**config.mk**
```make
export PLATFORM = sky130hd
export DESIGN_NAME = sprite_rom_arbiter
export DESIGN_NICKNAME = d
export VERILOG_FILES = /design/src/rtl/sprite_rom_arbiter.sv
export SDC_FILE = /design/constraint.sdc
export NUM_CORES = 1
export LEC_CHECK = 0
export ABC_AREA = 1
export CAP_MARGIN = 5
export CORE_MARGIN = 3
export CORE_UTILIZATION = 42
export CTS_CLUSTER_SIZE = 28
export DETAILED_ROUTE_END_ITERATION = 12
export PLACE_DENSITY = 0.86
export SYNTH_ARGS = -nofsm -noshare
export SYNTH_HDL_FRONTEND = slang
export SYNTH_SLANG_ARGS = --single-unit
```
**constraint.sdc**
```tcl
create_clock -name vga_clk -period 7.2 [get_ports vga_clk]
set_clock_uncertainty 0.15 [all_clocks]
set_input_delay 1.44 -clock vga_clk [delete_from_list [all_inputs] [get_ports vga_clk]]
set_output_delay 1.44 -clock vga_clk [all_outputs]
set_load 0.005 [all_outputs]
```
**src/rtl/sprite_rom_arbiter.sv**
```systemverilog
// sprite_rom_arbiter
// Shares one synchronous sprite ROM between NUM_REQ sprite-draw requesters on
// vga_clk. At most one read is granted per cycle, round-robin from a rotating
// pointer. The returned ROM word is tagged with the requester ID through a
// ROM_LAT-deep {valid, id} pipeline that lines up with the ROM read latency.
//
// Optional feature macro: FIXED_PRIO0_EN
//   defined   -> requester 0 always wins when it requests; requesters
//                1..NUM_REQ-1 round-robin among themselves (ptr wraps to 1).
//   undefined -> pure round-robin over all requesters.
module sprite_rom_arbiter #(
    parameter int NUM_REQ = 4,
    parameter int ADDR_W  = 10,
    parameter int DATA_W  = 8,
    parameter int ROM_LAT = 1
) (
    input  logic                        vga_clk,
    input  logic                        reset_n,
    input  logic                        en,
    input  logic [NUM_REQ-1:0]          req,
    input  logic [NUM_REQ*ADDR_W-1:0]   req_addr,
    output logic [NUM_REQ-1:0]          gnt,
    output logic [ADDR_W-1:0]           rom_address,
    input  logic [DATA_W-1:0]           rom_q,
    output logic                        rd_valid,
    output logic [$clog2(NUM_REQ)-1:0]  rd_id,
    output logic [DATA_W-1:0]           rd_data
);

    localparam int ID_W = $clog2(NUM_REQ);

    logic [ID_W-1:0]   ptr;
    logic [ID_W-1:0]   ptr_nxt;
    logic              any_gnt;
    logic [ID_W-1:0]   gnt_id;
    logic [ADDR_W-1:0] sel_addr;
    logic [ADDR_W-1:0] addr_hold;
    logic [ROM_LAT-1:0] vld_pipe;
    logic [ID_W-1:0]   id_pipe [ROM_LAT];

    // Pick the winning requester: first set req bit searching upward from ptr.
    // NOTE: every variable written here gets a default first, so no path leaves
    // a value unassigned and no latch is inferred.
    always_comb begin : arb_comb
        int start;
        int c;
        any_gnt = 1'b0;
        gnt_id  = '0;
        start   = 0;
        c       = 0;
        // Grants are suppressed while reset is held so nothing leaks to the ROM.
        if (reset_n && en) begin
`ifdef FIXED_PRIO0_EN
            if (req[0]) begin
                any_gnt = 1'b1;
                gnt_id  = '0;
            end else begin
                // ptr lives in 1..NUM_REQ-1 here; the reset value 0 means "start at 1".
                start = (ptr == '0) ? 1 : int'(ptr);
                for (int off = 0; off < NUM_REQ - 1; off++) begin
                    c = start + off;
                    if (c >= NUM_REQ) c = c - (NUM_REQ - 1);
                    if (!any_gnt && req[ID_W'(c)]) begin
                        any_gnt = 1'b1;
                        gnt_id  = ID_W'(c);
                    end
                end
            end
`else
            start = int'(ptr);
            for (int off = 0; off < NUM_REQ; off++) begin
                c = start + off;
                if (c >= NUM_REQ) c = c - NUM_REQ;
                if (!any_gnt && req[ID_W'(c)]) begin
                    any_gnt = 1'b1;
                    gnt_id  = ID_W'(c);
                end
            end
`endif
        end
    end

    // Expand the winning ID to the one-hot grant vector.
    always_comb begin
        gnt = '0;
        if (any_gnt) gnt[gnt_id] = 1'b1;
    end

    // Rotate the pointer past the requester just served; hold when idle.
    always_comb begin
        ptr_nxt = ptr;
        if (any_gnt) begin
`ifdef FIXED_PRIO0_EN
            // Requester 0 is outside the rotation, so its grants leave ptr alone.
            if (gnt_id != '0)
                ptr_nxt = (int'(gnt_id) == NUM_REQ - 1) ? ID_W'(1) : ID_W'(int'(gnt_id) + 1);
`else
            ptr_nxt = (int'(gnt_id) == NUM_REQ - 1) ? '0 : ID_W'(int'(gnt_id) + 1);
`endif
        end
    end

    // Select the granted requester's address slice.
    always_comb begin
        sel_addr = '0;
        for (int i = 0; i < NUM_REQ; i++) begin
            if (gnt[i]) sel_addr = req_addr[i*ADDR_W +: ADDR_W];
        end
    end

    // Drive the granted address straight through; otherwise park on the last
    // granted address so the ROM address bus stays quiet between reads.
    assign rom_address = any_gnt ? sel_addr : addr_hold;

    // Pointer, address hold register and the {valid, id} return pipeline.
    // NOTE: sequential state uses non-blocking assignments so every stage
    // samples its predecessor's pre-edge value and the shift works in one pass.
    always_ff @(posedge vga_clk or negedge reset_n) begin
        if (!reset_n) begin
            ptr       <= '0;
            addr_hold <= '0;
            vld_pipe  <= '0;
            // NOTE: the ID stages are reset too (not just valid) so rd_id reads 0
            // out of reset; the array is only ROM_LAT entries deep.
            for (int i = 0; i < ROM_LAT; i++) id_pipe[i] <= '0;
        end else begin
            ptr         <= ptr_nxt;
            if (any_gnt) addr_hold <= sel_addr;
            vld_pipe[0] <= any_gnt;
            id_pipe[0]  <= gnt_id;
            for (int i = 1; i < ROM_LAT; i++) begin
                vld_pipe[i] <= vld_pipe[i-1];
                id_pipe[i]  <= id_pipe[i-1];
            end
        end
    end

    // The last pipeline stage lines up with the ROM output word.
    assign rd_valid = vld_pipe[ROM_LAT-1];
    assign rd_id    = id_pipe[ROM_LAT-1];
    assign rd_data  = rom_q;

endmodule

```
==> flow_summary.html, run 1 <==
<table>
<tr><th>Metric</th><th>Value</th></tr>
<tr><th colspan="2">Run status</th></tr>
<tr><td>Outcome</td><td>finished clean</td></tr>
<tr><th colspan="2">Global route</th></tr>
<tr><td>Pin count of the biggest net entering global routing</td><td>18</td></tr>
<tr><td>Total global routing track utilization</td><td>0.185</td></tr>
<tr><td>Antenna violations before repair</td><td>0</td></tr>
<tr><td>Wire length of the first global-routing pass</td><td>6.09 mm</td></tr>
<tr><td>Grt ovf</td><td>0</td></tr>
<tr><td>Number of global-route vias before repair</td><td>between 1000 and 1500</td></tr>
<tr><th colspan="2">STA</th></tr>
<tr><td>Final count of pins violating max slew</td><td>0</td></tr>
<tr><td>Total Neg Setup Slack</td><td>0 ns</td></tr>
<tr><td>Number of hold violations in the final report</td><td>0</td></tr>
<tr><td>RSZ-0062 raised after global routing</td><td>no</td></tr>
<tr><td>Final worst path period need</td><td>about 6.3 ns</td></tr>
<tr><td>Max Clock Freq</td><td>around 160 MHz</td></tr>
<tr><td>Final setup fails</td><td>0</td></tr>
<tr><td>Tightest slew margin relative to the limit</td><td>0.676</td></tr>
<tr><td>Slew @ Worst Pin</td><td>a little under 0.5 ns</td></tr>
<tr><td>Final period utilization</td><td>0.878</td></tr>
<tr><th colspan="2">Placement</th></tr>
<tr><td>Global placer's final weighted congestion</td><td>approximately 0.87</td></tr>
<tr><td>Final HPWL DP</td><td>roughly 3.2 mm</td></tr>
<tr><td>Number of buffers added on ports</td><td>63</td></tr>
<tr><th colspan="2">Floorplanning</th></tr>
<tr><td>Number of top-level pins</td><td>80</td></tr>
<tr><td>Initial core utilization</td><td>0.461</td></tr>
<tr><td>Die outline height</td><td>about 65 um</td></tr>
<tr><td>Die width</td><td>65.1 um</td></tr>
<tr><td>DIE AREA</td><td>around 4200 um2</td></tr>
<tr><td>Core Rows</td><td>20</td></tr>
<tr><td>Placeable core region</td><td>3180 um2</td></tr>
<tr><th colspan="2">Critical path</th></tr>
<tr><td>Critical R2R Launch</td><td>ptr[0]</td></tr>
<tr><td>Slowest stage cell on the critical path</td><td>sky130_fd_sc_hd__clkdlybuf4s50_1</td></tr>
<tr><td>Crit Path Max Fanout</td><td>17</td></tr>
<tr><td>Cell count of the worst reg-to-reg path</td><td>14</td></tr>
<tr><td>Slowest Stage Delay on Critical Path</td><td>between 0.5 and 0.6 ns</td></tr>
<tr><td>Critical Path Stages</td><td>15</td></tr>
<tr><td>Number of buffer and inverter stages on the critical path</td><td>4</td></tr>
<tr><td>Endpoint of the most critical register-to-register path</td><td>addr_hold[6]</td></tr>
<tr><td>Crit Path Category</td><td>primary input to output pin</td></tr>
<tr><td>Most used cell, CP</td><td>sky130_fd_sc_hd__nand2_1</td></tr>
<tr><td>Flop-to-flop setup slack</td><td>slightly above 4 ns</td></tr>
<tr><td>Category of cells accounting for the largest share of critical-path delay</td><td>buffers and inverters</td></tr>
<tr><td>Setup crit end</td><td>rom_address[1]</td></tr>
<tr><td>CP cell instances</td><td>clkdlybuf4s50_1 -&gt; inv_1 -&gt; o21ai_0 -&gt; o21ai_1 -&gt; nand3_4 -&gt; nand2_8 -&gt; nor2_1 -&gt; ha_1 -&gt; inv_1 -&gt; nor2_4 -&gt; nand2_1 -&gt; nand3_1 -&gt; nand2_1 -&gt; nand2_1 -&gt; clkdlybuf4s50_1</td></tr>
<tr><td>Critical path endpoint category</td><td>output pin</td></tr>
<tr><td>Worst Setup SP</td><td>req[0]</td></tr>
<tr><td>Nature of the critical path startpoint</td><td>primary input</td></tr>
<tr><td>Data arrival time of the critical path</td><td>approximately 4.7 ns</td></tr>
<tr><td>Required time of the critical path</td><td>roughly 5.6 ns</td></tr>
<tr><th colspan="2">Cells and area</th></tr>
<tr><td>Utilization of the core after routing</td><td>0.652</td></tr>
<tr><td>Fill cell total of the finished layout</td><td>294</td></tr>
<tr><td>Antenna fix cells</td><td>0</td></tr>
<tr><td>Multi-input gate area</td><td>approximately 800 um2</td></tr>
<tr><td>Fraction of layout cells with a size suffix above 1</td><td>0.0830</td></tr>
<tr><td>Synth-to-layout area growth</td><td>41.4%</td></tr>
<tr><td>Number of nets at the end of the flow</td><td>349</td></tr>
<tr><td>Area taken by flip-flops and latches</td><td>375 um2</td></tr>
<tr><th colspan="2">Route</th></tr>
<tr><td>DRC violation total after the first TritonRoute iteration</td><td>~90</td></tr>
<tr><td>Post-DRT Antenna Nets</td><td>0</td></tr>
<tr><td>Iteration count of the initial detailed-routing pass</td><td>4</td></tr>
<tr><td>Total number of vias</td><td>1540</td></tr>
<tr><td>Detailed-route DRC error count</td><td>0</td></tr>
<tr><td>Average routed wire per standard cell</td><td>about 12 um</td></tr>
<tr><td>Routed wire length</td><td>3.94 mm</td></tr>
<tr><td>Post-detailed-route via-to-cell ratio</td><td>between 4 and 5</td></tr>
<tr><th colspan="2">Yosys</th></tr>
<tr><td>Leading post-synthesis cells by cell area</td><td>sky130_fd_sc_hd__dfrtp_1, sky130_fd_sc_hd__nand2_1, sky130_fd_sc_hd__inv_1</td></tr>
<tr><td>Sequential cell area fraction in the yosys report</td><td>0.256</td></tr>
<tr><td>Proportion of synthesized flip-flops having asynchronous set or reset</td><td>1.00</td></tr>
<tr><td>Top post-synthesis cells by count</td><td>sky130_fd_sc_hd__nand2_1, sky130_fd_sc_hd__inv_1, sky130_fd_sc_hd__dfrtp_1, sky130_fd_sc_hd__nor2_1, sky130_fd_sc_hd__buf_4</td></tr>
<tr><td>Area fraction of the dominant cell type after synthesis</td><td>0.256</td></tr>
<tr><td>Number of storage elements in the synthesis netlist</td><td>15</td></tr>
<tr><td>Number of enable flip-flop cells after synthesis</td><td>0</td></tr>
<tr><td>Syn Std Cell Area</td><td>1470 um2</td></tr>
<tr><td>Most common cell in the netlist</td><td>sky130_fd_sc_hd__nand2_1</td></tr>
<tr><td>Count of warnings emitted by yosys</td><td>0</td></tr>
<tr><td>Cell accounting for the most synthesized area</td><td>sky130_fd_sc_hd__dfrtp_1</td></tr>
<tr><td>Flip-flop cell with the highest count after synthesis</td><td>sky130_fd_sc_hd__dfrtp_1</td></tr>
<tr><td>Syn Inst Count</td><td>236</td></tr>
<tr><td>Post-synthesis area per instance</td><td>a little over 6 um2</td></tr>
<tr><td>Number of distinct standard cells referenced by the synthesized netlist</td><td>28</td></tr>
<tr><td>Syn_nets</td><td>295</td></tr>
<tr><th colspan="2">Clocking</th></tr>
<tr><td>Worst-case clock buffer depth</td><td>2</td></tr>
<tr><td>Clock buffers created by TritonCTS</td><td>3</td></tr>
<tr><td>H-tree lvl count</td><td>1</td></tr>
<tr><td>Clock tree from TritonCTS</td><td>yes</td></tr>
<tr><td>Clock-pin slew on the worst setup and hold paths</td><td>0.09 ns</td></tr>
<tr><td>Worst-skew pair later-pin latency</td><td>between 0.2 and 0.3 ns</td></tr>
<tr><td>Setup bufs post-CTS</td><td>0</td></tr>
<tr><td>Number of hold buffers added after cts</td><td>0</td></tr>
<tr><td>Post-cts resize count</td><td>0</td></tr>
<tr><td>Clock root buffer</td><td>sky130_fd_sc_hd__clkbuf_4</td></tr>
<tr><td>Clk sink count</td><td>15</td></tr>
<tr><th colspan="2">Power</th></tr>
<tr><td>Internal power component</td><td>0.000301 W</td></tr>
<tr><td>Portion of total power attributed to sequential cells</td><td>0.251</td></tr>
<tr><td>Fraction of power consumed by the clock network</td><td>0.089</td></tr>
<tr><td>Peak supply drop</td><td>119 uV</td></tr>
<tr><td>Power Density</td><td>261 nW/um2</td></tr>
<tr><td>Combinational cell fraction of total power</td><td>0.660</td></tr>
<tr><td>Share of total power consumed by net switching</td><td>0.444</td></tr>
<tr><td>Leakage power of the design</td><td>1.12 nW</td></tr>
<tr><td>Switching power of the nets</td><td>between 0.0002 and 0.00025 W</td></tr>
<tr><th colspan="2">Flow run</th></tr>
<tr><td>Maximum capacitance violations</td><td>0</td></tr>
<tr><th colspan="2">Min path</th></tr>
<tr><td>Type of the worst min-delay path</td><td>flip-flop to flip-flop</td></tr>
</table>
==> cells in the final DEF (no fill, tap or decap), types with 4 or more instances in the layout <==
cell and count:
sky130_fd_sc_hd__dfrtp_1 15, sky130_fd_sc_hd__inv_1 42, sky130_fd_sc_hd__a21oi_1 8, sky130_fd_sc_hd__nand3_2 4, sky130_fd_sc_hd__nand2_2 5, sky130_fd_sc_hd__nor2_1 15, sky130_fd_sc_hd__nand4_1 9, sky130_fd_sc_hd__clkdlybuf4s50_1 63
sky130_fd_sc_hd__nand3_1 9, sky130_fd_sc_hd__ha_1 4, sky130_fd_sc_hd__nand2_1 92
==> flip-flops by register name, indices dropped and copies added, names as in the netlist <==
register and flops:
ptr 2, rd_id 2, addr_hold 10, rd_valid 1
==> metal layers <==
layer / global-route usage / up-vias / share of wire
met5: 0 / - / 0
met4: 0.0803 / 0 / 0.021
met2: 0.285 / 48 / 0.46
li1: - / 805 / -
met1: 0.269 / 681 / 0.47
met3: 0.0103 / 6 / 0.043
==> final cells by class <==
class	count	area share
multi-input cells	161	0.387
flip-flops and latches	15	0.181
inverters	45	0.0851
repair buffers	64	0.308
clock buffers	4	0.0127
well taps	44	0.0266
==> power groups by stage <==
stage	clock network, W	logic [W]	registers, W
2_1_floorplan	0	0.000237	0.000129
3_3_place_gp	0	0.000346	0.000137
3_5_place_dp	0	0.000354	0.000138
4_1_cts	0.0000484	0.000359	0.000136
5_1_grt	0.0000538	0.000393	0.000141
6_report	0.0000481	0.000357	0.000136
==> kinds of logic (layout without fill, tap and decap cells) <==
logic type	count (synthesis)	in the layout	share of synthesized area
xor gates and xnor gates	1	1	0.00597
adders and majority gates	4	4	0.0341
buffers and inverters	60	113	0.197
AOI/OAI and AO/OA	12	12	0.0410
and+or+nand+nor	144	144	0.466
DFF	15	15	0.256
==> worst min-delay path by stage <==
stage | from | depth (start not counted) | end | slack [ns]
floorplan | addr_hold[0] | 2 | addr_hold[0] | 0.32
global placement | addr_hold[0] | 2 | addr_hold[0] | 0.32
detailed placement | addr_hold[8] | 2 | addr_hold[8] | 0.33
CTS | addr_hold[8] | 2 | addr_hold[8] | 0.35
global route | addr_hold[0] | 2 | addr_hold[0] | 0.39
finish | addr_hold[0] | 2 | addr_hold[0] | 0.35
==> worst register-to-register path, stage by stage (launching register included) <==
cell and delay [ns]:
sky130_fd_sc_hd__dfrtp_1 0.56, sky130_fd_sc_hd__o21ai_0 0.21, sky130_fd_sc_hd__o21ai_1 0.30, sky130_fd_sc_hd__nand2_1 0.12
sky130_fd_sc_hd__nor2_1 0.16, sky130_fd_sc_hd__nor3_1 0.08, sky130_fd_sc_hd__nor2_1 0.27, sky130_fd_sc_hd__ha_1 0.21
sky130_fd_sc_hd__inv_1 0.08, sky130_fd_sc_hd__nor2_2 0.38, sky130_fd_sc_hd__inv_1 0.13, sky130_fd_sc_hd__nand2_1 0.08
sky130_fd_sc_hd__inv_1 0.04, sky130_fd_sc_hd__nand2_1 0.07, sky130_fd_sc_hd__nand3_1 0.10
==> metrics by stage <==
stage | hold slack, ns | cells | worst slack, ns | area [um2] | total power, W
6_report | 0.347 | 333 | 0.876 | 2070 | 0.000541
4_1_cts | 0.353 | 333 | 0.877 | 2070 | 0.000543
3_5_place_dp | 0.333 | 329 | 0.908 | 2050 | 0.000491
2_1_floorplan | 0.316 | 236 | 2.42 | 1470 | 0.000366
3_3_place_gp | 0.317 | 329 | 1.03 | 2050 | 0.000483
5_1_grt | 0.388 | 333 | 0.564 | 2070 | 0.000587
No activity file was read; power rests on OpenSTA's default activity.
==> run 2, diff against run 1 <==
- ABC_CLOCK_PERIOD_IN_PS: unset -> 7940
- REMOVE_ABC_BUFFERS: unset -> 1
- clock period: 7.2 -> 7.94 ns (I/O delays scaled with it)
==> run 2 against run 1 <==
- setup slack gained 0.44 ns
- final area is the same
- via count grew 2.7%
==> flow_summary.html, run 2 (synthesis gave the netlist of run 1 again) <==
<table>
<tr><th>Metric</th><th>Value</th></tr>
<tr><th colspan="2">Route</th></tr>
<tr><td>Post-detailed-route via-to-cell ratio</td><td>4.75 (+2.7%)</td></tr>
<tr><td>Average routed wire per standard cell</td><td>12.1 um (+2.3%)</td></tr>
<tr><td>Iteration count of the initial detailed-routing pass</td><td>4 (unchanged)</td></tr>
<tr><td>DRC violation total after the first TritonRoute iteration</td><td>83 (-8.8%)</td></tr>
<tr><td>Total number of vias</td><td>1581 (+2.7%)</td></tr>
<tr><td>Detailed-route DRC error count</td><td>0 (unchanged)</td></tr>
<tr><td>Post-DRT Antenna Nets</td><td>0 (unchanged)</td></tr>
<tr><td>Routed wire length</td><td>4.03 mm (+2.3%)</td></tr>
<tr><th colspan="2">Clocking</th></tr>
<tr><td>Worst-skew pair later-pin latency</td><td>0.29 ns (about the same)</td></tr>
<tr><td>Clock root buffer</td><td>sky130_fd_sc_hd__clkbuf_4</td></tr>
<tr><td>Number of hold buffers added after cts</td><td>0 (unchanged)</td></tr>
<tr><td>Setup bufs post-CTS</td><td>0 (unchanged)</td></tr>
<tr><td>Clock-pin slew on the worst setup and hold paths</td><td>0.09 ns (about the same)</td></tr>
<tr><td>Post-cts resize count</td><td>0 (unchanged)</td></tr>
<tr><td>Worst-case clock buffer depth</td><td>2 (unchanged)</td></tr>
<tr><td>H-tree lvl count</td><td>1 (unchanged)</td></tr>
<tr><td>Clock tree from TritonCTS</td><td>yes</td></tr>
<tr><td>Clock buffers created by TritonCTS</td><td>3 (unchanged)</td></tr>
<tr><td>Clk sink count</td><td>15 (unchanged)</td></tr>
<tr><th colspan="2">Floorplanning</th></tr>
<tr><td>Core Rows</td><td>20 (unchanged)</td></tr>
<tr><td>Initial core utilization</td><td>0.461 (unchanged)</td></tr>
<tr><td>Die width</td><td>65.1 um (unchanged)</td></tr>
<tr><td>Number of top-level pins</td><td>80 (unchanged)</td></tr>
<tr><td>Placeable core region</td><td>3180 um2 (unchanged)</td></tr>
<tr><td>Die outline height</td><td>65.1 um (unchanged)</td></tr>
<tr><td>DIE AREA</td><td>4240 um2 (unchanged)</td></tr>
<tr><th colspan="2">Global route</th></tr>
<tr><td>Global Route met2 Usage</td><td>0.319 (+0.0345)</td></tr>
<tr><td>Met1 Resource Use GR</td><td>0.270 (+0.000579)</td></tr>
<tr><td>Grt ovf</td><td>0 (unchanged)</td></tr>
<tr><td>Most utilized layer in the global route result</td><td>met2</td></tr>
<tr><td>Wire length of the first global-routing pass</td><td>6.57 mm (+7.8%)</td></tr>
<tr><td>Total global routing track utilization</td><td>0.199 (+0.0136)</td></tr>
<tr><td>Pin count of the biggest net entering global routing</td><td>18 (unchanged)</td></tr>
<tr><td>Antenna violations before repair</td><td>0 (unchanged)</td></tr>
<tr><td>Global-route met3 utilization</td><td>0.0291 (+0.0188)</td></tr>
<tr><td>Number of global-route vias before repair</td><td>1444 (+12%)</td></tr>
<tr><th colspan="2">Flow run</th></tr>
<tr><td>Maximum capacitance violations</td><td>0 (unchanged)</td></tr>
<tr><th colspan="2">Critical path</th></tr>
<tr><td>Most used cell, CP</td><td>sky130_fd_sc_hd__nand2_1</td></tr>
<tr><td>Critical path endpoint category</td><td>output pin</td></tr>
<tr><td>Slowest Stage Delay on Critical Path</td><td>0.51 ns (-0.03 ns)</td></tr>
<tr><td>Flop-to-flop setup slack</td><td>4.88 ns (+0.74 ns)</td></tr>
<tr><td>Nature of the critical path startpoint</td><td>primary input</td></tr>
<tr><td>Slowest stage cell on the critical path</td><td>sky130_fd_sc_hd__clkdlybuf4s50_1</td></tr>
<tr><td>Crit Path Max Fanout</td><td>17 (unchanged)</td></tr>
<tr><td>Crit Path Category</td><td>primary input to output pin</td></tr>
<tr><td>Data arrival time of the critical path</td><td>4.89 ns (+0.16 ns)</td></tr>
<tr><td>CP cell instances</td><td>clkdlybuf4s50_1 -&gt; buf_4 -&gt; nand2_1 -&gt; inv_1 -&gt; nand2_8 -&gt; nor2_1 -&gt; ha_1 -&gt; inv_1 -&gt; nor2_4 -&gt; nand2_1 -&gt; nand3_1 -&gt; nand2_1 -&gt; nand2_1 -&gt; clkdlybuf4s50_1</td></tr>
<tr><td>Required time of the critical path</td><td>6.20 ns (+0.59 ns)</td></tr>
<tr><th colspan="2">Min path</th></tr>
<tr><td>Type of the worst min-delay path</td><td>flip-flop to flip-flop</td></tr>
<tr><th colspan="2">Cells and area</th></tr>
<tr><td>Number of nets at the end of the flow</td><td>349 (unchanged)</td></tr>
<tr><td>Cell Count, Final, Fillers Out</td><td>333 (unchanged)</td></tr>
<tr><td>Fraction of layout cells with a size suffix above 1</td><td>0.0830 (unchanged)</td></tr>
<tr><td>Antenna fix cells</td><td>0 (unchanged)</td></tr>
<tr><td>Synth-to-layout area growth</td><td>41.4% (unchanged)</td></tr>
<tr><td>Commonest non-fill, non-tap cells in the layout</td><td>sky130_fd_sc_hd__nand2_1, sky130_fd_sc_hd__clkdlybuf4s50_1, sky130_fd_sc_hd__inv_1</td></tr>
<tr><td>Number of flip-flops in the largest register</td><td>10 (unchanged)</td></tr>
<tr><td>Most common library cell in the layout ignoring fill and taps</td><td>sky130_fd_sc_hd__nand2_1</td></tr>
<tr><td>Utilization of the core after routing</td><td>0.652 (unchanged)</td></tr>
<tr><td>Register with the most flip-flops</td><td>addr_hold</td></tr>
<tr><td>Fill cell total of the finished layout</td><td>283 (-3.7%)</td></tr>
<tr><th colspan="2">Run status</th></tr>
<tr><td>Outcome</td><td>finished clean</td></tr>
<tr><th colspan="2">STA</th></tr>
<tr><td>Final period utilization</td><td>0.834</td></tr>
<tr><td>Slew @ Worst Pin</td><td>0.457 ns (-0.0287 ns)</td></tr>
<tr><td>Total Neg Setup Slack</td><td>0 ns (unchanged)</td></tr>
<tr><td>Max Clock Freq</td><td>between 150 and 200 MHz</td></tr>
<tr><td>RSZ-0062 raised after global routing</td><td>no</td></tr>
<tr><td>Final count of pins violating max slew</td><td>0 (unchanged)</td></tr>
<tr><td>Tightest slew margin relative to the limit</td><td>0.695 (+0.0192)</td></tr>
<tr><td>Tightest hold margin</td><td>0.338 ns (-0.00867 ns)</td></tr>
<tr><td>Number of hold violations in the final report</td><td>0 (unchanged)</td></tr>
<tr><td>Final worst path period need</td><td>6.63 ns</td></tr>
<tr><td>Final setup fails</td><td>0 (unchanged)</td></tr>
<tr><th colspan="2">Power</th></tr>
<tr><td>Fraction of power consumed by the clock network</td><td>0.093 (+0.004)</td></tr>
<tr><td>Power Density</td><td>239 nW/um2 (-8.6%)</td></tr>
<tr><td>Portion of total power attributed to sequential cells</td><td>0.251 (about the same)</td></tr>
<tr><td>Switching power of the nets</td><td>0.000222 W (-7.7%)</td></tr>
<tr><td>Combinational cell fraction of total power</td><td>0.655 (-0.005)</td></tr>
<tr><td>Share of total power consumed by net switching</td><td>0.449 (+0.00431)</td></tr>
<tr><td>Leakage power of the design</td><td>1.12 nW (unchanged)</td></tr>
<tr><td>Internal power component</td><td>0.000273 W (-9.3%)</td></tr>
<tr><td>Peak supply drop</td><td>105 uV (-12%)</td></tr>
<tr><th colspan="2">Placement</th></tr>
<tr><td>Final HPWL DP</td><td>3.26 mm (+2.4%)</td></tr>
<tr><td>Number of buffers added on ports</td><td>63 (unchanged)</td></tr>
<tr><td>Inst Count DP</td><td>329 (unchanged)</td></tr>
<tr><td>Global placer's final weighted congestion</td><td>0.880 (+1.0%)</td></tr>
</table>
## run 2: cell counts in the layout (fill, tap and decap cells not counted)
Identical to the previous run, type by type.
## run 2: critical path, delay by kind of cell
kind,cells,cell delay (ns)
simple gates,8,1.13
buf+inv,5,1.67
fa+ha+maj,1,0.50
## run 2: per-stage QoR
step / total power [W] / setup WS [ns] / cell area [um2]
final: 0.000495 / 1.31 / 2070
after global routing: 0.000538 / 1.01 / 2070
after CTS: 0.000493 / 1.33 / 2070
after detailed placement: 0.000448 / 1.33 / 2050
after global placement: 0.000439 / 1.45 / 2050
after floorplan: 0.000319 / 2.77 / 1350
## run 2: cell type report
cell class                      count  area (um2)  share of cell area
Clock buffer                        4        26.3              0.0127
Sequential cell                    15         375               0.181
Inverter                           45         176              0.0851
Tap cell                           44        55.1              0.0266
Multi-Input combinational cell    161         802               0.387
Timing Repair Buffer               64         638               0.308
## run 2: metal layers
metal  vias to the layer above  part of all wire
met5                         -                 0
met4                         0             0.017
met3                         7             0.051
met2                        66              0.48
met1                       699              0.45
li1                        809                 -
## run 2: power groups by stage
stage | logic, W | registers [W] | clock network [W]
floorplan | 0.000197 | 0.000122 | 0
global placement | 0.000315 | 0.000124 | 0
CTS | 0.000324 | 0.000124 | 0.0000450
global route | 0.000361 | 0.000127 | 0.0000498
finish | 0.000324 | 0.000124 | 0.0000462
detailed placement | 0.000322 | 0.000126 | 0
## run 2: worst paths after layout
check,from,endpoint,cells after the start
setup / recovery,reset_n,rom_address[4],14
max in group asynchronous,reset_n,ptr[1],2
hold reg to reg,addr_hold[0],addr_hold[0],2
min in group asynchronous,reset_n,addr_hold[9],2
setup reg to reg,ptr[0],addr_hold[4],15
hold / removal,addr_hold[0],addr_hold[0],2
==> run 3, diff against run 2 <==
- ABC_CLOCK_PERIOD_IN_PS: 7940 -> 6320
- CORE_UTILIZATION: 42 -> 39
- PLACE_DENSITY: 0.86 -> 0.81
- clock period: 7.94 -> 6.32 ns (I/O delays scaled with it)
==> run 3 against run 2 <==
- total power increased by 29%
- final area is 1.4% higher
- global-route usage down 3.0 points
- utilization decreased by 4.6 points
- largest cell class unchanged
- setup slack worse by 0.75 ns
- clock power increased by 66%
- die area is 7.0% higher
- register-to-register slack worse by 1.5 ns
- critical path depth grew 7
- non-clock buffer count increased by 1
==> flow_summary.html, run 3 (synthesis gave the netlist of run 1 again) <==
<table>
<tr><th>Metric</th><th>Value</th></tr>
<tr><th colspan="2">Global route</th></tr>
<tr><td>Wire length of the first global-routing pass</td><td>5.90 mm (-10%)</td></tr>
<tr><td>Global Route met2 Usage</td><td>0.255 (-0.0641)</td></tr>
<tr><td>Most utilized layer in the global route result</td><td>met2</td></tr>
<tr><td>Met1 Resource Use GR</td><td>0.242 (-0.0282)</td></tr>
<tr><td>Antenna violations before repair</td><td>0 (unchanged)</td></tr>
<tr><td>Pin count of the biggest net entering global routing</td><td>18 (unchanged)</td></tr>
<tr><td>Grt ovf</td><td>0 (unchanged)</td></tr>
<tr><td>Total global routing track utilization</td><td>0.169 (-0.0301)</td></tr>
<tr><td>Number of global-route vias before repair</td><td>1346 (-6.8%)</td></tr>
<tr><td>Global-route met3 utilization</td><td>0.0316 (+0.00255)</td></tr>
<tr><th colspan="2">Cells and area</th></tr>
<tr><td>Register with the most flip-flops</td><td>addr_hold</td></tr>
<tr><td>Commonest non-fill, non-tap cells in the layout</td><td>sky130_fd_sc_hd__nand2_1, sky130_fd_sc_hd__clkdlybuf4s50_1, sky130_fd_sc_hd__inv_1</td></tr>
<tr><td>Antenna fix cells</td><td>0 (unchanged)</td></tr>
<tr><td>Number of flip-flops in the largest register</td><td>10 (unchanged)</td></tr>
<tr><td>Most common library cell in the layout ignoring fill and taps</td><td>sky130_fd_sc_hd__nand2_1</td></tr>
<tr><td>Synth-to-layout area growth</td><td>43.4%</td></tr>
<tr><td>Utilization of the core after routing</td><td>0.606 (-0.0459)</td></tr>
<tr><td>Number of nets at the end of the flow</td><td>350 (+0.29%)</td></tr>
<tr><td>Fraction of layout cells with a size suffix above 1</td><td>0.0897 (+0.00661)</td></tr>
<tr><th colspan="2">Critical path</th></tr>
<tr><td>Worst Setup SP</td><td>req[3]</td></tr>
<tr><td>Flop-to-flop setup slack</td><td>3.39 ns (-1.49 ns)</td></tr>
<tr><td>Critical path endpoint category</td><td>output pin</td></tr>
<tr><td>Endpoint of the most critical register-to-register path</td><td>addr_hold[0]</td></tr>
<tr><td>Crit Path Max Fanout</td><td>13 (-4)</td></tr>
<tr><td>Setup crit end</td><td>rom_address[0]</td></tr>
<tr><td>Required time of the critical path</td><td>4.91 ns (-1.29 ns)</td></tr>
<tr><td>Crit Path Category</td><td>primary input to output pin</td></tr>
<tr><td>Data arrival time of the critical path</td><td>4.34 ns (-0.55 ns)</td></tr>
<tr><td>Nature of the critical path startpoint</td><td>primary input</td></tr>
<tr><td>Critical R2R Launch</td><td>ptr[0]</td></tr>
<tr><td>Cell count of the worst reg-to-reg path</td><td>18 (+3)</td></tr>
<tr><th colspan="2">STA</th></tr>
<tr><td>Final period utilization</td><td>0.911</td></tr>
<tr><td>Max Clock Freq</td><td>174 MHz</td></tr>
<tr><td>Slew @ Worst Pin</td><td>0.415 ns (-0.0414 ns)</td></tr>
<tr><td>Final worst path period need</td><td>around 5.8 ns</td></tr>
<tr><td>Number of hold violations in the final report</td><td>0 (unchanged)</td></tr>
<tr><td>Tightest slew margin relative to the limit</td><td>0.723 (+0.0276)</td></tr>
<tr><td>Final setup fails</td><td>0 (unchanged)</td></tr>
<tr><td>Final count of pins violating max slew</td><td>0 (unchanged)</td></tr>
<tr><td>RSZ-0062 raised after global routing</td><td>no</td></tr>
<tr><td>Total Neg Setup Slack</td><td>0 ns (unchanged)</td></tr>
<tr><th colspan="2">Flow run</th></tr>
<tr><td>Maximum capacitance violations</td><td>0 (unchanged)</td></tr>
<tr><th colspan="2">Power</th></tr>
<tr><td>Peak supply drop</td><td>125 uV (+20%)</td></tr>
<tr><td>Internal power component</td><td>0.000364 W (+33%)</td></tr>
<tr><td>Switching power of the nets</td><td>0.000274 W (+23%)</td></tr>
<tr><td>Portion of total power attributed to sequential cells</td><td>0.247 (-0.004)</td></tr>
<tr><td>Leakage power of the design</td><td>1.14 nW (+1.4%)</td></tr>
<tr><td>Share of total power consumed by net switching</td><td>0.429 (-0.0195)</td></tr>
<tr><td>Fraction of power consumed by the clock network</td><td>0.120 (+0.027)</td></tr>
<tr><td>Power Density</td><td>303 nW/um2 (+27%)</td></tr>
<tr><td>Combinational cell fraction of total power</td><td>0.633 (-0.022)</td></tr>
<tr><th colspan="2">Clocking</th></tr>
<tr><td>Worst-skew pair later-pin latency</td><td>0.25 ns (-0.04 ns)</td></tr>
<tr><td>Clock tree from TritonCTS</td><td>yes</td></tr>
<tr><td>Clock root buffer</td><td>sky130_fd_sc_hd__clkbuf_8</td></tr>
<tr><td>Number of hold buffers added after cts</td><td>0 (unchanged)</td></tr>
<tr><td>Clock buffers created by TritonCTS</td><td>3 (unchanged)</td></tr>
<tr><td>Worst-case clock buffer depth</td><td>2 (unchanged)</td></tr>
<tr><td>Clock-pin slew on the worst setup and hold paths</td><td>0.06 ns (-0.03 ns)</td></tr>
<tr><td>H-tree lvl count</td><td>1 (unchanged)</td></tr>
<tr><td>Clk sink count</td><td>15 (unchanged)</td></tr>
<tr><td>Setup bufs post-CTS</td><td>0 (unchanged)</td></tr>
<tr><td>Post-cts resize count</td><td>0 (unchanged)</td></tr>
<tr><th colspan="2">Min path</th></tr>
<tr><td>Type of the worst min-delay path</td><td>flip-flop to flip-flop</td></tr>
<tr><td>Launch point of the worst hold path</td><td>addr_hold[0]</td></tr>
<tr><th colspan="2">Route</th></tr>
<tr><td>Routed wire length</td><td>3.78 mm (-6.2%)</td></tr>
<tr><td>Total number of vias</td><td>1529 (-3.3%)</td></tr>
<tr><td>Iteration count of the initial detailed-routing pass</td><td>4 (unchanged)</td></tr>
<tr><td>Average routed wire per standard cell</td><td>11.2 um (-7.0%)</td></tr>
<tr><td>Post-detailed-route via-to-cell ratio</td><td>4.55 (-4.2%)</td></tr>
<tr><td>DRC violation total after the first TritonRoute iteration</td><td>94 (+13%)</td></tr>
<tr><td>Detailed-route DRC error count</td><td>0 (unchanged)</td></tr>
<tr><td>Post-DRT Antenna Nets</td><td>0 (unchanged)</td></tr>
<tr><th colspan="2">Floorplanning</th></tr>
<tr><td>Initial core utilization</td><td>0.423 (-0.0386)</td></tr>
<tr><td>Core Rows</td><td>21 (+5.0%)</td></tr>
<tr><td>Die outline height</td><td>67.3 um (+3.4%)</td></tr>
<tr><td>DIE AREA</td><td>4530 um2 (+7.0%)</td></tr>
<tr><td>Placeable core region</td><td>3470 um2 (+9.1%)</td></tr>
<tr><td>Die width</td><td>67.3 um (+3.4%)</td></tr>
<tr><td>Number of top-level pins</td><td>80 (unchanged)</td></tr>
<tr><th colspan="2">Run status</th></tr>
<tr><td>Outcome</td><td>finished clean</td></tr>
<tr><th colspan="2">Placement</th></tr>
<tr><td>Global placer's final weighted congestion</td><td>0.804 (-8.6%)</td></tr>
<tr><td>Final HPWL DP</td><td>3.09 mm (-5.3%)</td></tr>
<tr><td>Number of buffers added on ports</td><td>63 (unchanged)</td></tr>
</table>
[run 3: cell types whose count changed in the layout (fill, tap and decap cells not counted), sizes merged]
cell	previous run	this run
buf	1	2
clkbuf	4	3
clkinv	0	1
[run 3: worst min-delay path by stage]
| stage | cells after the start | to | slack, ns |
|---|---|---|---|
| global route | 2 | addr_hold[6] | 0.38 |
| CTS | 2 | addr_hold[0] | 0.34 |
| finish | 2 | addr_hold[0] | 0.34 |
| detailed placement | 2 | addr_hold[0] | 0.32 |
| floorplan | 2 | addr_hold[0] | 0.32 |
| global placement | 2 | addr_hold[0] | 0.33 |
[run 3: metal layers]
layer  up-vias  routed length (um)
met5         -                   0
met4         0                  54
met3         6                 265
met2        58                1760
met1       659                1700
li1        806                   -
[run 3: power by group through the flow]
stage                     registers, W  logic, W  clock network [W]
after floorplan               0.000153  0.000247                  0
after global placement        0.000159  0.000397                  0
after detailed placement      0.000157  0.000402                  0
after CTS                     0.000157  0.000406          0.0000782
after global routing          0.000161  0.000452          0.0000836
final                         0.000157  0.000404          0.0000766
[run 3: layout make-up]
type | count | area [um2]
fill | 342 | 1370
multi-input combinational | 161 | 802
timing repair buffer | 65 | 646
sequential | 15 | 375
inverter | 45 | 176
tap | 46 | 57.6
clock buffer | 3 | 41.3
clock inverter | 1 | 5.00
[run 3: metrics by stage]
step | cell area, um2 | setup slack, ns | power, W | cells | hold slack (ns)
4_1_cts | 2100 | 0.604 | 0.000640 | 336 | 0.342
5_1_grt | 2100 | 0.241 | 0.000697 | 336 | 0.385
3_5_place_dp | 2060 | 0.621 | 0.000559 | 332 | 0.319
3_3_place_gp | 2060 | 0.637 | 0.000555 | 332 | 0.327
2_1_floorplan | 1350 | 1.79 | 0.000401 | 221 | 0.316
6_report | 2100 | 0.565 | 0.000638 | 336 | 0.344
[run 3: worst max-delay path: stages]
cell,delay (ns)
sky130_fd_sc_hd__clkdlybuf4s50_1,0.42
sky130_fd_sc_hd__inv_1,0.07
sky130_fd_sc_hd__nand2_1,0.07
sky130_fd_sc_hd__nand3_1,0.13
sky130_fd_sc_hd__nand2_1,0.11
sky130_fd_sc_hd__nor2_4,0.15
sky130_fd_sc_hd__nand2_1,0.08
sky130_fd_sc_hd__nor2_1,0.13
sky130_fd_sc_hd__nor3_1,0.07
sky130_fd_sc_hd__nor2_1,0.28
sky130_fd_sc_hd__inv_1,0.12
sky130_fd_sc_hd__ha_1,0.22
sky130_fd_sc_hd__buf_4,0.18
sky130_fd_sc_hd__nor2_1,0.10
sky130_fd_sc_hd__nand4_1,0.09
sky130_fd_sc_hd__nand2_1,0.09
sky130_fd_sc_hd__nand2_1,0.07
sky130_fd_sc_hd__nand2_1,0.07
sky130_fd_sc_hd__nand2_1,0.05
sky130_fd_sc_hd__nand2_1,0.07
sky130_fd_sc_hd__clkdlybuf4s50_1,0.50
